$ cat src/rtl/argo_chan_pkg.sv
// ============================================================================
// Module   : argo_chan_pkg
// Purpose  : Definitions shared by the Argo channel endpoints (receive and,
//            later, send): FSM state encodings, the legal read-latency range
//            and the debug-trace format constants.
// Revision : 1.0 - initial release
// ============================================================================
`default_nettype none

package argo_chan_pkg;

    // Channel endpoint FSM state encodings
    typedef logic [1:0] chan_state_t;

    localparam logic [1:0] CHAN_IDLE  = 2'd0;
    localparam logic [1:0] CHAN_BLOCK = 2'd1;
    localparam logic [1:0] CHAN_FETCH = 2'd2;
    localparam logic [1:0] CHAN_DONE  = 2'd3;

    // FIFO RAM read latency is legal from 0 to RD_LATENCY_MAX cycles
    localparam int RD_LATENCY_MIN = 0;
    localparam int RD_LATENCY_MAX = 3;
    // Width of a counter able to hold any legal read latency
    localparam int LAT_CNT_W      = $clog2(RD_LATENCY_MAX + 1);

    // Debug-trace format constants
    localparam string TRACE_TAG_RECV  = "argo_chan_recv";
    localparam string TRACE_EV_ACCEPT = "accept";
    localparam string TRACE_EV_BLOCK  = "block";
    localparam string TRACE_EV_WAKE   = "wake";
    localparam string TRACE_EV_CANCEL = "cancel";
    localparam string TRACE_EV_DONE   = "done";

endpackage : argo_chan_pkg

`default_nettype wire

$ cat src/rtl/argo_chan_recv.sv
// ============================================================================
// Module   : argo_chan_recv
// Purpose  : Receive-side endpoint of an Argo channel. Converts a thread's
//            blocking / non-blocking receive request into exactly one FIFO
//            pop, absorbs the FIFO RAM read latency and returns the word with
//            a one-cycle completion pulse. Keeps debug counters of stalled
//            cycles and completed receives.
// Ports    : clk, rst (async, active high)
//            recv_req/recv_nb        - thread request, non-blocking qualifier
//            recv_done/recv_ok/recv_data - completion pulse, status, word
//            busy                    - FSM not idle
//            fifo_empty/fifo_rd_en/fifo_rd_data - FIFO pop interface
//            stall_cycles/recv_count - debug counters
// Revision : 1.0 - initial release
// ============================================================================
`default_nettype none

module argo_chan_recv
    import argo_chan_pkg::*;
#(
    parameter int DATA_WIDTH  = 32,
    parameter int RD_LATENCY  = 1,
    parameter int CHAN_ID     = 7,
    parameter int STALL_WIDTH = 16
) (
    input  logic                   clk,
    input  logic                   rst,
    input  logic                   recv_req,
    input  logic                   recv_nb,
    output logic                   recv_done,
    output logic                   recv_ok,
    output logic [DATA_WIDTH-1:0]  recv_data,
    output logic                   busy,
    input  logic                   fifo_empty,
    output logic                   fifo_rd_en,
    input  logic [DATA_WIDTH-1:0]  fifo_rd_data,
    output logic [STALL_WIDTH-1:0] stall_cycles,
    output logic [31:0]            recv_count
);

    // Latency-counter value on the cycle the FIFO data is valid
    localparam logic [LAT_CNT_W-1:0] c_lat_final = LAT_CNT_W'(RD_LATENCY);
    // With zero latency the data is valid in the pop cycle itself
    localparam logic                 c_lat_zero  = (RD_LATENCY == 0);

    chan_state_t            r_state;
    chan_state_t            w_next_state;
    logic [LAT_CNT_W-1:0]   r_lat;
    logic [DATA_WIDTH-1:0]  r_data;
    logic                   r_ok;
    logic [STALL_WIDTH-1:0] r_stall;
    logic [31:0]            r_count;

    logic w_idle;
    logic w_block;
    logic w_fetch;
    logic w_done;
    logic w_pop;
    logic w_fetch_last;
    logic w_capture;
    logic w_nb_miss;
    logic w_cancel;

    assign w_idle  = (r_state == CHAN_IDLE);
    assign w_block = (r_state == CHAN_BLOCK);
    assign w_fetch = (r_state == CHAN_FETCH);
    assign w_done  = (r_state == CHAN_DONE);

    // A pop is only ever issued from IDLE or BLOCK with data available; the
    // reset term keeps the strobe low while reset is held.
    assign w_pop        = ~rst & recv_req & ~fifo_empty & (w_idle | w_block);
    assign w_fetch_last = w_fetch & (r_lat == c_lat_final);
    assign w_capture    = (c_lat_zero & w_pop) | w_fetch_last;
    assign w_nb_miss    = w_idle & recv_req & fifo_empty & recv_nb;
    assign w_cancel     = w_block & ~recv_req;

    always_comb begin
        w_next_state = r_state;
        case (r_state)
            CHAN_IDLE: begin
                if (recv_req) begin
                    if (!fifo_empty)
                        w_next_state = c_lat_zero ? CHAN_DONE : CHAN_FETCH;
                    else if (recv_nb)
                        w_next_state = CHAN_DONE;
                    else
                        w_next_state = CHAN_BLOCK;
                end
            end
            CHAN_BLOCK: begin
                if (!recv_req)
                    w_next_state = CHAN_IDLE;
                else if (!fifo_empty)
                    w_next_state = c_lat_zero ? CHAN_DONE : CHAN_FETCH;
            end
            // Pop already committed: request drops and FIFO status are ignored
            CHAN_FETCH: begin
                if (w_fetch_last)
                    w_next_state = CHAN_DONE;
            end
            default: begin
                w_next_state = CHAN_IDLE;
            end
        endcase
    end

    always_ff @(posedge clk or posedge rst) begin
        if (rst) begin
            r_state <= CHAN_IDLE;
            r_lat   <= '0;
            r_data  <= '0;
            r_ok    <= 1'b0;
            r_stall <= '0;
            r_count <= '0;
        end else begin
            r_state <= w_next_state;

            // First FETCH cycle is latency cycle 1
            if (w_pop)
                r_lat <= LAT_CNT_W'(1);
            else if (w_fetch)
                r_lat <= r_lat + LAT_CNT_W'(1);

            if (w_capture) begin
                r_data  <= fifo_rd_data;
                r_ok    <= 1'b1;
                r_count <= r_count + 32'd1;
            end else if (w_nb_miss) begin
                r_ok    <= 1'b0;
            end

            // Every cycle spent in BLOCK counts, including the wake and
            // cancel cycles; the counter sticks at all-ones.
            if (w_block && (r_stall != {STALL_WIDTH{1'b1}}))
                r_stall <= r_stall + STALL_WIDTH'(1);
        end
    end

    assign recv_done    = w_done;
    assign recv_ok      = w_done & r_ok;
    assign recv_data    = r_data;
    assign busy         = ~w_idle;
    assign fifo_rd_en   = w_pop;
    assign stall_cycles = r_stall;
    assign recv_count   = r_count;

`ifndef SYNTHESIS
    // Debug trace and pop-while-empty check (simulation only)
    logic [31:0] r_dbg_cyc;

    always_ff @(posedge clk or posedge rst) begin
        if (rst)
            r_dbg_cyc <= '0;
        else
            r_dbg_cyc <= r_dbg_cyc + 32'd1;
    end

    always_ff @(posedge clk) begin
        if (!rst) begin
            assert (!(fifo_rd_en && fifo_empty))
                else $error("%s ch%0d: pop issued while FIFO empty", TRACE_TAG_RECV, CHAN_ID);
            if (w_idle && recv_req)
                $display("[%s ch%0d @%0d] %s", TRACE_TAG_RECV, CHAN_ID, r_dbg_cyc, TRACE_EV_ACCEPT);
            if (w_idle && w_next_state == CHAN_BLOCK)
                $display("[%s ch%0d @%0d] %s", TRACE_TAG_RECV, CHAN_ID, r_dbg_cyc, TRACE_EV_BLOCK);
            if (w_block && w_pop)
                $display("[%s ch%0d @%0d] %s", TRACE_TAG_RECV, CHAN_ID, r_dbg_cyc, TRACE_EV_WAKE);
            if (w_cancel)
                $display("[%s ch%0d @%0d] %s", TRACE_TAG_RECV, CHAN_ID, r_dbg_cyc, TRACE_EV_CANCEL);
            if (w_done)
                $display("[%s ch%0d @%0d] %s ok=%0d data=%0h", TRACE_TAG_RECV, CHAN_ID, r_dbg_cyc,
                         TRACE_EV_DONE, recv_ok, recv_data);
        end
    end
`endif

endmodule : argo_chan_recv

`default_nettype wire

$ cat config.mk
export PLATFORM = sky130hd
export DESIGN_NAME = argo_chan_recv
export DESIGN_NICKNAME = d
export VERILOG_FILES = /design/src/rtl/argo_chan_pkg.sv /design/src/rtl/argo_chan_recv.sv
export SDC_FILE = /design/constraint.sdc
export NUM_CORES = 1
export LEC_CHECK = 0
export ABC_AREA = 1
export CELL_PAD_IN_SITES_DETAIL_PLACEMENT = 0
export CELL_PAD_IN_SITES_GLOBAL_PLACEMENT = 1
export CORE_UTILIZATION = 51
export CTS_BUF_LIST = sky130_fd_sc_hd__clkbuf_8
export DETAILED_ROUTE_END_ITERATION = 12
export DONT_BUFFER_PORTS = 1
export PLACE_DENSITY = 0.95
export SYNTH_ARGS = -nofsm -noshare
export SYNTH_HDL_FRONTEND = slang
export SYNTH_SLANG_ARGS = --single-unit
$ cat constraint.sdc
create_clock -name clk -period 5.6 [get_ports clk]
set_clock_uncertainty 0.1 [all_clocks]
set_input_delay 0.28 -clock clk [delete_from_list [all_inputs] [get_ports clk]]
set_output_delay 0.28 -clock clk [all_outputs]
set_load 0.02 [all_outputs]
==> summary.md <==
| Metric | Value |
|---|---|
| Critical path type | `flip-flop to flip-flop` |
| Nets@finish | `622` |
| Gate count of the mapped netlist | `548` |
| P_leak | `0.00239 µW` |
| Period minus WS final | `2.70 ns` |
| GR Layer Usage met1 | `0.323` |
| ANT nets after route | `0` |
| Crit share post-route | `0.481` |
| Startpoint types | `flip-flop` |
| XOR/XNOR share of the synthesized area | `0.0515` |
| Starting Density | `0.539` |
| Worst path max stage delay | `0.66 ns` |
| Overflow after GRT | `0` |
| Seq/Total Area, Yosys | `0.500` |
| Syn-to-layout area delta | `14.1%` |
| Slack of the critical path | `2.90 ns` |
| Power per cell area | `411 nW/µm²` |
| First-pass GRT wire length | `16.6 mm` |
| Post-Syn Nets | `588` |
| Clk root buf | `clkbuf_8` |
| Drt pass-1 iters | `4` |
| HP Class | `input port to flip-flop` |
| DRC | `0` |
| IO Count | `121` |
| Number of cell rows | `32` |
| Cell taking the most area after synthesis | `dfrtp_1` |
| Synth Area in Simple Gates | `0.352` |
| Worst path cell trace | `inv_1 -> ha_1 -> nand3_4 -> inv_2 -> nand2_1 -> nor2_4 -> nand2_1 -> xnor2_1` |
| Antenna cell count | `0` |
| Post-place setup slack | `2.91 ns` |
| Final wirelength | `10.1 mm` |
| Critical Path End Type | `flip-flop` |
| Core footprint | `7890 µm²` |
| Adder and majority gate portion of the synthesized area | `0.00883` |
| Final setup vio count | `0` |
| WP data arrival | `2.84 ns` |
| Antenna violations before repair | `0` |
| Peak VDD IR | `0.255 mV` |
| Die Footprint | `8700 µm²` |
| Vias in the first global route | `3380` |
| Synth area leaders | `dfrtp_1, nand2_1, inv_1` |
| Max-slew violations | `0` |
| Clk slew on worst S/H paths | `0.10 ns` |
| Post-synthesis mux area share | `0` |
| Number of synthesized register bits | `85` |
| CTS tree | `yes` |
| Worst EP required | `5.74 ns` |
| Vias per inst | `5.13` |
| Measured slew at the worst slew-check pin | `0.677 ns` |
| Final setup TNS | `0 ns` |
| Area after DPL | `4310 µm²` |
| Status | `complete, no violations` |
| Top Usage Layer GRT | `met2` |
| Met3 GRT Util | `0.0878` |
| Yosys top cell area share | `0.500` |
| Most used cell, CP | `nand2_1` |
| Proportion of layout cells with a drive suffix above 1 | `0.0630` |
| RSZ-0062 raised after global routing | `no` |
| Clock latency on the worst-skew pair | `0.36 ns` |
| Clock buffer depth | `2` |
| Syn Std Cell Area | `4250 µm²` |
| Wire length per cell | `14.6 µm` |
| Hold Vio Cnt, Final | `0` |
| Setup bufs post-CTS | `0` |
| Mean Syn Cell Area | `7.76 µm²` |
| DP Wirelength | `6.74 mm` |
| Die Y | `93.3 µm` |
| M2 GR Usage | `0.393` |
| Total power draw | `1990 µW` |
| Largest net degree at the start of global routing | `54` |
| Routed vias | `3535` |
| Critical Path Fanout Max | `40` |
| Ys Warns | `0` |
| H-tree Lvls | `3` |
| Post-synthesis cell type count | `25` |
| CTS Buf Count | `9` |
| Die Width | `93.3 µm` |
| Max_slew headroom | `0.549` |
| I/O Buffers | `0` |
| Largest family of logic cells by synthesized area | `simple AND/OR/NAND/NOR gates` |
| Max-cap violation count | `0` |
| Clk sinks | `85` |
| Max frequency | `371 MHz` |
| Compound-Gate Fraction of Synth Area | `0.0236` |
| Resized Gates After CTS | `0` |
| Final instance area | `4850 µm²` |
| Overall Global Routing Usage | `0.249` |
| Initial DRC Count | `222` |
| Gpl congestion | `0.788` |
| Slowest-stage cell, CP | `inv_2` |
-- metrics by stage --
| step | instances | hold slack [ns] | util |
|---|---|---|---|
| 6_report | 689 | 0.0172 | 0.615 |
| 5_1_grt | 689 | 0.0336 | 0.615 |
| 4_1_cts | 689 | 0.0100 | 0.615 |
| 3_5_place_dp | 640 | 0.120 | 0.547 |
| 3_3_place_gp | 640 | 0.114 | 0.547 |
| 2_1_floorplan | 548 | 0.290 | - |
-- worst paths after layout --
check                      startpoint             end  slack (ns)  cells past startpoint
max in group asynchronous         rst  recv_count[11]        4.03                      3
min                          recv_req            r_ok        0.02                      3
min in group asynchronous         rst   recv_data[25]        0.31                      2
max                          r_lat[1]  recv_count[13]        2.90                      8
min reg2reg                      r_ok            r_ok        0.41                      2
max reg2reg                  r_lat[1]  recv_count[13]        2.90                      8
-- registers in the layout, summed over array words and instances, names as in the netlist --
register / count
r_state: 2
stall_cycles: 16
recv_data: 32
r_ok: 1
recv_count: 32
r_lat: 2
-- placed cells by master (no fill, tap or decap), types with 3 or more instances in the layout --
| cell type | instances |
|---|---|
| xor2_1 | 9 |
| nand2_2 | 3 |
| dfrtp_1 | 85 |
| o21ai_0 | 9 |
| nor2_4 | 4 |
| nor2_1 | 49 |
| nand3_1 | 32 |
| inv_2 | 3 |
| nand4_1 | 13 |
| xnor2_1 | 16 |
| nand2_1 | 244 |
| clkbuf_8 | 9 |
| nor2_2 | 5 |
| inv_6 | 3 |
| ha_1 | 3 |
| dlygate4sd3_1 | 33 |
| inv_1 | 49 |
-- cell usage after synthesis --
cell      instances
a21boi_2          1
a21o_1            2
buf_2             7
buf_4             2
buf_6             2
dfrtp_1          85
ha_1              3
inv_1            50
inv_2             3
nand2_1         244
nand2_2           3
nand3_1          32
nand3_4           1
nand3b_1          2
nand4_1          13
nor2_1           49
nor2_2            5
nor2_4            4
nor3_1            2
nor3_4            1
o21ai_0           9
o21ai_4           1
o22ai_1           2
xnor2_1          16
xor2_1            9
-- layer usage --
metal | up-vias | routed length, µm
met5 | - | 0
met4 | 0 | 106
met3 | 10 | 838
met2 | 133 | 4640
met1 | 1630 | 4470
li1 | 1762 | -
-- cells by family after synthesis --
family                     Yosys count
adders and majority gates            3
xor gates and xnor gates            25
AOI/OAI and AO/OA                   15
DFF                                 85
buffers and inverters               64
and+or+nand+nor                    356
-- area by class of cell --
class | count | area, µm²
Fill cell | 675 | 3040
Sequential cell | 85 | 2130
Multi-Input combinational cell | 399 | 1850
Timing Repair Buffer | 34 | 338
Inverter | 53 | 200
Tap cell | 102 | 128
Clock buffer | 9 | 124
Clock inverter | 7 | 80.1
-- power by group --
part / switching [µW] / total (µW) / internal, µW
clock network: 238 / 449 / 212
logic: 288 / 442 / 153
registers: 326 / 1100 / 773
-- worst max-delay path: cells and delay by family (launching register included) --
family,cells,cell delay (ns)
fa+ha+maj,1,0.23
flops,1,0.39
xor+xnor,1,0.14
buf+inv,2,0.72
simple gates,4,0.98
-- timing repair --
action                                  4_1_cts  5_1_grt
endpoints found under the hold margin        64        0
hold buffers                                 33        0
endpoints found under the setup margin        0        0
(Power assumes the default switching activity.)
